--- src/rtl/param_priority_encoder_pkg.sv ---
// Shared definitions for the pending-request priority encoder: default width,
// state encoding and the index-width helper.
package param_priority_encoder_pkg;

    localparam int DEFAULT_N = 8;

    typedef enum logic {
        IDLE    = 1'b0,
        PRESENT = 1'b1
    } state_t;

    function automatic int idx_w(input int n);
        return (n < 2) ? 1 : $clog2(n);
    endfunction

endpackage

--- src/rtl/param_priority_encoder_pick.sv ---
// Combinational selector: first set bit of vec at or above start, wrapping
// modulo N. A zero start gives plain lowest-index priority.
module prio_pick
    import param_priority_encoder_pkg::*;
#(
    parameter int N = DEFAULT_N,
    parameter int W = idx_w(N)
) (
    input  logic [N-1:0] vec,
    input  logic [W-1:0] start,
    output logic         found,
    output logic [W-1:0] idx,
    output logic [N-1:0] onehot
);

    logic [W-1:0] pos;

    always_comb begin
        found  = 1'b0;
        idx    = '0;
        onehot = '0;
        pos    = '0;
        for (int k = 0; k < N; k++) begin
            // start is always < N, so one subtraction is enough to wrap
            pos = (int'(start) + k >= N) ? W'(int'(start) + k - N)
                                         : W'(int'(start) + k);
            if (!found && vec[pos]) begin
                found       = 1'b1;
                idx         = pos;
                onehot[pos] = 1'b1;
            end
        end
    end

endmodule

--- src/rtl/param_priority_encoder.sv ---
// Latches request events into a pending vector and presents them one at a time
// as index/one-hot codes under fixed or round-robin priority, with valid/ready.
module param_priority_encoder
    import param_priority_encoder_pkg::*;
#(
    parameter int N = DEFAULT_N,
    parameter int W = idx_w(N)
) (
    input  logic         clk,
    input  logic         rst_n,
    input  logic [N-1:0] req,
    input  logic         rr_en,
    input  logic         out_ready,
    output logic         out_valid,
    output logic [W-1:0] out_idx,
    output logic [N-1:0] out_onehot,
    output logic [N-1:0] pending,
    output logic         multi
);

    state_t       state;
    state_t       state_next;
    logic [W-1:0] ptr;
    logic [W-1:0] ptr_next;
    logic [W-1:0] sel_start;
    logic         pick_found;
    logic [W-1:0] pick_idx;
    logic [N-1:0] pick_onehot;
    logic         grant;
    logic [N-1:0] clear;
    logic [N-1:0] pending_next;
    logic         multi_next;

    assign sel_start = rr_en ? ptr : '0;

    prio_pick #(
        .N (N),
        .W (W)
    ) u_pick (
        .vec    (pending),
        .start  (sel_start),
        .found  (pick_found),
        .idx    (pick_idx),
        .onehot (pick_onehot)
    );

    always_comb begin
        state_next = state;
        grant      = 1'b0;
        case (state)
            IDLE: begin
                if (pick_found) begin
                    grant      = 1'b1;
                    state_next = PRESENT;
                end
            end
            PRESENT: begin
                // a held code is never replaced; only acceptance opens a slot
                if (out_ready) begin
                    if (pick_found) begin
                        grant = 1'b1;
                    end else begin
                        state_next = IDLE;
                    end
                end
            end
            default: state_next = IDLE;
        endcase

        clear        = grant ? pick_onehot : '0;
        // req is ORed last so an event arriving on the line being granted survives
        pending_next = req | (pending & ~clear);
        multi_next   = grant && (|(pending & ~pick_onehot));
        ptr_next     = (pick_idx == W'(N - 1)) ? '0 : pick_idx + W'(1);
    end

    always_ff @(posedge clk or negedge rst_n) begin
        if (!rst_n) begin
            state   <= IDLE;
            pending <= '0;
            multi   <= 1'b0;
        end else begin
            state   <= state_next;
            pending <= pending_next;
            multi   <= multi_next;
        end
    end

    always_ff @(posedge clk or negedge rst_n) begin
        if (!rst_n) begin
            out_valid  <= 1'b0;
            out_idx    <= '0;
            out_onehot <= '0;
            ptr        <= '0;
        end else if (grant) begin
            out_valid  <= 1'b1;
            out_idx    <= pick_idx;
            out_onehot <= pick_onehot;
            ptr        <= ptr_next;
        end else if (state == PRESENT && out_ready) begin
            out_valid  <= 1'b0;
            out_idx    <= '0;
            out_onehot <= '0;
        end
    end

endmodule

--- config.mk ---
export PLATFORM = sky130hd
export DESIGN_NAME = param_priority_encoder
export DESIGN_NICKNAME = d
export VERILOG_FILES = /design/src/rtl/param_priority_encoder_pkg.sv /design/src/rtl/param_priority_encoder_pick.sv /design/src/rtl/param_priority_encoder.sv
export SDC_FILE = /design/constraint.sdc
export NUM_CORES = 1
export LEC_CHECK = 0
export BUFFER_PORTS_ARGS = -buffer_cell sky130_fd_sc_hd__buf_2
export CAP_MARGIN = 5
export CORE_ASPECT_RATIO = 0.7
export CORE_UTILIZATION = 58
export DETAILED_ROUTE_END_ITERATION = 7
export GPL_TIMING_DRIVEN = 0
export PLACE_DENSITY = 0.8
export SYNTH_ARGS = -nofsm -noshare
export SYNTH_HDL_FRONTEND = slang
export SYNTH_HIERARCHICAL = 1
export SYNTH_SLANG_ARGS = --single-unit
--- constraint.sdc ---
create_clock -name clk -period 4.27 [get_ports clk]
set_clock_uncertainty 0.1 [all_clocks]
set_input_delay 0.427 -clock clk [delete_from_list [all_inputs] [get_ports clk]]
set_output_delay 0.427 -clock clk [all_outputs]
set_load 0.01 [all_outputs]
==> run summary <==
Across the VDD grid, the largest voltage drop is 0.364 mV. During synthesis, Yosys emitted a total of 6 warnings. In this run the vertical extent of the chip is 56.2 um.

In this run the static leakage power is 1.13 nW. Counting flops and latches in the post-synthesis netlist gives 25. The floorplan step defined a die boundary enclosing 4470 um^2.

The run gives 1 as the maximum level of the CTS H-tree. In the synthesized netlist the dominant register cell turns out to be sky130_fd_sc_hd__dfrtp_1. In this run the worst setup path begins at ptr[0].

The area growth from synthesis to layout is 12.5%. The count of cell types in the netlist came out at 54. The number of DRC markers in iteration 0 was 261.

The endpoint of the most critical register-to-register path was ptr[2]. The net count of the mapped netlist is 264, and the worst endpoint data arrival time is 4.13 ns. Derived from the worst setup path, the maximum achievable clock frequency is 246 MHz.

Counting cells, the worst reg-to-reg path comes to 15. Setup violations remaining at the end of the flow were counted as 0. For the setup total negative slack, the log shows 0 ns. Period utilization: 0.953. After synthesis the cells add up to 2440 um^2. The detail route stage leaves a number of antenna-violating nets equal to 0. The signal on the critical path passes through and2_1, buf_6, buf_6, inv_1, ha_1, inv_2, mux4_2, nand4_4, buf_6, nor3b_1, a2111oi_2, nor2_1, ha_1, ha_1, mux2_1. The tools report the final design area excluding fillers as 2740 um^2. The run gives 0.559 as the remaining max-slew budget at the tightest pin. Once placement completed, the tool counted placed cells totaling 328.

Clock latency on the worst-skew pair, taken at its later pin, is 0.27 ns. The completed layout was analyzed and its total power is 1.47 mW. The logs give 33 for the total I/O pin count and 0 for the total count of max-transition violations in the final report.

Setup repair after global routing could not meet its margin everywhere. Detailed routing inserted a total of 2,239 vias. The flow ran to the end, and the final reports show no timing, DRC or antenna violations. The maximum single-stage delay on the critical path is 0.63 ns, and the placement row count is 19.

The post-synthesis async set-or-reset flop share was 1.00; the time the final worst path needs with I/O delays and setup was 4.07 ns. The final RePlAce weighted congestion is 1.00. For the via count of the first global-routing pass, the log shows 1,956.

Of all nets on the critical path, the largest fanout is 10. The HPWL after detailed placement is 4.89 mm, and the average cell area after synthesis is 9.99 um^2. Entering global routing, the biggest net connects 26 pins. The path type of the worst setup path is flip-flop to flip-flop. The run gives 0.305 as the global routing usage summed across all routing layers. After global routing the overflow that remains totals 0. The total power divided by cell area was 535 nW/um^2; the global-route wire length before repair was 10.3 mm. For this run, design rule violations remaining after detail routing come to 0. The share of synthesized area occupied by flip-flops and latches is 0.257. The startpoint identified for the worst register-to-register timing path is ptr[0].

Placeable core region: 3970 um^2. The transition at the pin with the smallest max-transition slack was 0.660 ns; the cell area after placement was 2660 um^2. The number of antenna violations at the first check in global routing came out at 0. The critical path required time was 4.33 ns; the number of buffers created by CTS was 3. The quantity of I/O buffers inserted on ports was 32; the share of the core filled with cells in the final layout was 0.691.

Synthesis produced 244 cells. The number of clock sinks is 25. For the pre-CTS setup slack, the log shows -0.335 ns. The finished layout holds 332 standard cells, fillers aside. Initial standard-cell utilization of the core: 0.614.

In this run the clock root is driven by a sky130_fd_sc_hd__clkbuf_8. The wire length after detailed routing came out at 6.49 mm. The count of inserted antenna diode cells was 0. Number of buffers inserted for hold repair after clock tree synthesis: 0. STA classifies the critical path startpoint as a flip-flop. The fraction of layout instances using a drive strength above 1 was 0.289. After the last flow step, the layout net total stands at 301.

After detailed routing, the number of vias per cell comes to 6.74. End point of the critical path: ptr[2]. The maximum clock insertion buffer count is 2, and the number of enable-type register cells in the synthesized netlist is 0. The first detailed-routing pass ran for 5 iterations. Among all stages on the critical path, the largest delay is contributed by sky130_fd_sc_hd__mux4_2. Across all hold checks on the routed design, the worst slack comes to 0.0263 ns. Once routing completed, OpenROAD measured the worst setup slack at 0.200 ns. The horizontal extent of the die works out to 79.5 um. The post-CTS clock slew at the launch and capture registers of the worst setup and hold paths came out at 0.09 ns.

TritonCTS built the clock tree. In this run the register-to-register setup slack is 0.20 ns. The worst setup path is captured at a flip-flop. The buffer count from post-CTS setup fixing came out at 0. The class of the most critical hold timing path was input port to asynchronous set/reset pin. The final hold violation count was 0; the routed length per placed instance was 19.5 um.

The run gives 0 as the number of max-cap violations.
## how the worst min path moves through the flow
stage,depth (start not counted),endpoint,startpoint
floorplan,0,multi,rst_n
global placement,1,out_idx[2],rst_n
detailed placement,1,out_onehot[0],rst_n
CTS,1,out_onehot[0],rst_n
global route,1,out_idx[2],rst_n
finish,1,out_idx[2],rst_n
## registers in the layout, indices dropped and copies added, names as in the netlist
name        flops
multi           1
state           1
out_onehot      8
ptr             3
pending         8
out_idx         3
out_valid       1
## placed cells by master (no fill, tap or decap), types with 3 or more instances in the layout
| master | netlist | layout |
|---|---|---|
| sky130_fd_sc_hd__and2_1 | 5 | 4 |
| sky130_fd_sc_hd__mux2_1 | 5 | 5 |
| sky130_fd_sc_hd__buf_2 | 4 | 35 |
| sky130_fd_sc_hd__a31oi_1 | 3 | 3 |
| sky130_fd_sc_hd__a22o_1 | 11 | 11 |
| sky130_fd_sc_hd__nor4_1 | 3 | 3 |
| sky130_fd_sc_hd__a21oi_1 | 7 | 7 |
| sky130_fd_sc_hd__mux2i_1 | 12 | 12 |
| sky130_fd_sc_hd__clkbuf_8 | 0 | 3 |
| sky130_fd_sc_hd__clkbuf_1 | 4 | 3 |
| sky130_fd_sc_hd__nor2_1 | 17 | 17 |
| sky130_fd_sc_hd__nand2b_1 | 3 | 3 |
| sky130_fd_sc_hd__ha_1 | 8 | 8 |
| sky130_fd_sc_hd__a32oi_1 | 4 | 3 |
| sky130_fd_sc_hd__buf_6 | 5 | 5 |
| sky130_fd_sc_hd__a211oi_1 | 4 | 4 |
| sky130_fd_sc_hd__nand3_1 | 12 | 12 |
| sky130_fd_sc_hd__inv_1 | 14 | 13 |
| sky130_fd_sc_hd__a21o_1 | 9 | 9 |
| sky130_fd_sc_hd__nand2_1 | 19 | 19 |
| sky130_fd_sc_hd__dfrtp_1 | 25 | 25 |
| sky130_fd_sc_hd__o22ai_1 | 5 | 5 |
| sky130_fd_sc_hd__mux4_2 | 13 | 13 |
| sky130_fd_sc_hd__o21ai_0 | 8 | 8 |
## cell families after synthesis
family / count (synthesis) / share of synthesized area
buffers and inverters: 27 / 0.0590
xor gates and xnor gates: 4 / 0.0175
and+or+nand+nor: 73 / 0.167
DFF: 25 / 0.257
muxes: 37 / 0.238
AOI/OAI and AO/OA: 70 / 0.221
adders and majority gates: 8 / 0.0411
## final cells by class
cell class,count,area (um^2)
Buffer,13,97.6
Clock buffer,3,41.3
Clock inverter,1,5.00
Fill cell,307,1230
Inverter,14,52.6
Multi-Input combinational cell,192,1700
Sequential cell,25,626
Tap cell,52,65.1
Timing Repair Buffer,32,160
## critical path: cells and delay by family (launching register included)
kind | cells | cell delay (ns)
AOI/OAI and AO/OA | 1 | 0.34
DFF | 1 | 0.38
buffers and inverters | 5 | 0.86
muxes | 2 | 0.93
adders and majority gates | 3 | 0.81
and+or+nand+nor | 4 | 0.51
## cell usage after synthesis, types with 2 or more instances
cell                        instances  area [um^2]
sky130_fd_sc_hd__xor2_1             2         17.5
sky130_fd_sc_hd__mux2_1             5         56.3
sky130_fd_sc_hd__a31oi_1            3         18.8
sky130_fd_sc_hd__a211oi_1           4         30.0
sky130_fd_sc_hd__a221oi_1           2         17.5
sky130_fd_sc_hd__mux2i_4            2         45.0
sky130_fd_sc_hd__o21ai_0            8         40.0
sky130_fd_sc_hd__a21o_1             9         67.6
sky130_fd_sc_hd__mux2_2             2         22.5
sky130_fd_sc_hd__a22o_1            11         96.3
sky130_fd_sc_hd__and2_1             5         31.3
sky130_fd_sc_hd__buf_2              4         20.0
sky130_fd_sc_hd__o2bb2ai_1          2         17.5
sky130_fd_sc_hd__mux4_2            13          293
sky130_fd_sc_hd__nor2_1            17         63.8
sky130_fd_sc_hd__clkbuf_1           4         15.0
sky130_fd_sc_hd__dfrtp_1           25          626
sky130_fd_sc_hd__mux2_4             2         30.0
sky130_fd_sc_hd__nand2b_1           3         18.8
sky130_fd_sc_hd__a311oi_1           2         17.5
sky130_fd_sc_hd__nor4_1             3         18.8
sky130_fd_sc_hd__and3_1             2         12.5
sky130_fd_sc_hd__a221oi_2           2         30.0
sky130_fd_sc_hd__a22oi_1            2         15.0
sky130_fd_sc_hd__nand3_1           12         60.1
sky130_fd_sc_hd__o211ai_1           2         15.0
sky130_fd_sc_hd__nand2_1           19         71.3
sky130_fd_sc_hd__o22ai_1            5         31.3
sky130_fd_sc_hd__nor3_1             2         10.0
sky130_fd_sc_hd__mux2i_1           12          120
sky130_fd_sc_hd__inv_1             14         52.6
sky130_fd_sc_hd__ha_1               8          100
sky130_fd_sc_hd__a32oi_1            4         35.0
sky130_fd_sc_hd__a21oi_1            7         35.0
sky130_fd_sc_hd__o2111ai_1          2         17.5
sky130_fd_sc_hd__buf_6              5         56.3
## power breakdown
group          total, mW  internal [mW]  switching (mW)
registers          0.367          0.301          0.0662
clock network      0.139         0.0653          0.0734
logic              0.961          0.407           0.554
## timing repair
| action | 4_1_cts | 5_1_grt |
|---|---|---|
| gates resized for setup | 2 | 7 |
| setup endpoints to repair | 2 | 4 |
| hold endpoints to repair | 0 | 0 |
## per-layer routing
metal | track usage | share of wire | up-vias
met2 | 0.409 | 0.42 | 127
met1 | 0.475 | 0.46 | 1087
met4 | 0.0260 | 0.0059 | 0
met3 | 0.121 | 0.11 | 5
met5 | 0 | 0 | -
li1 | - | - | 1020
(Power assumes the default switching activity.)
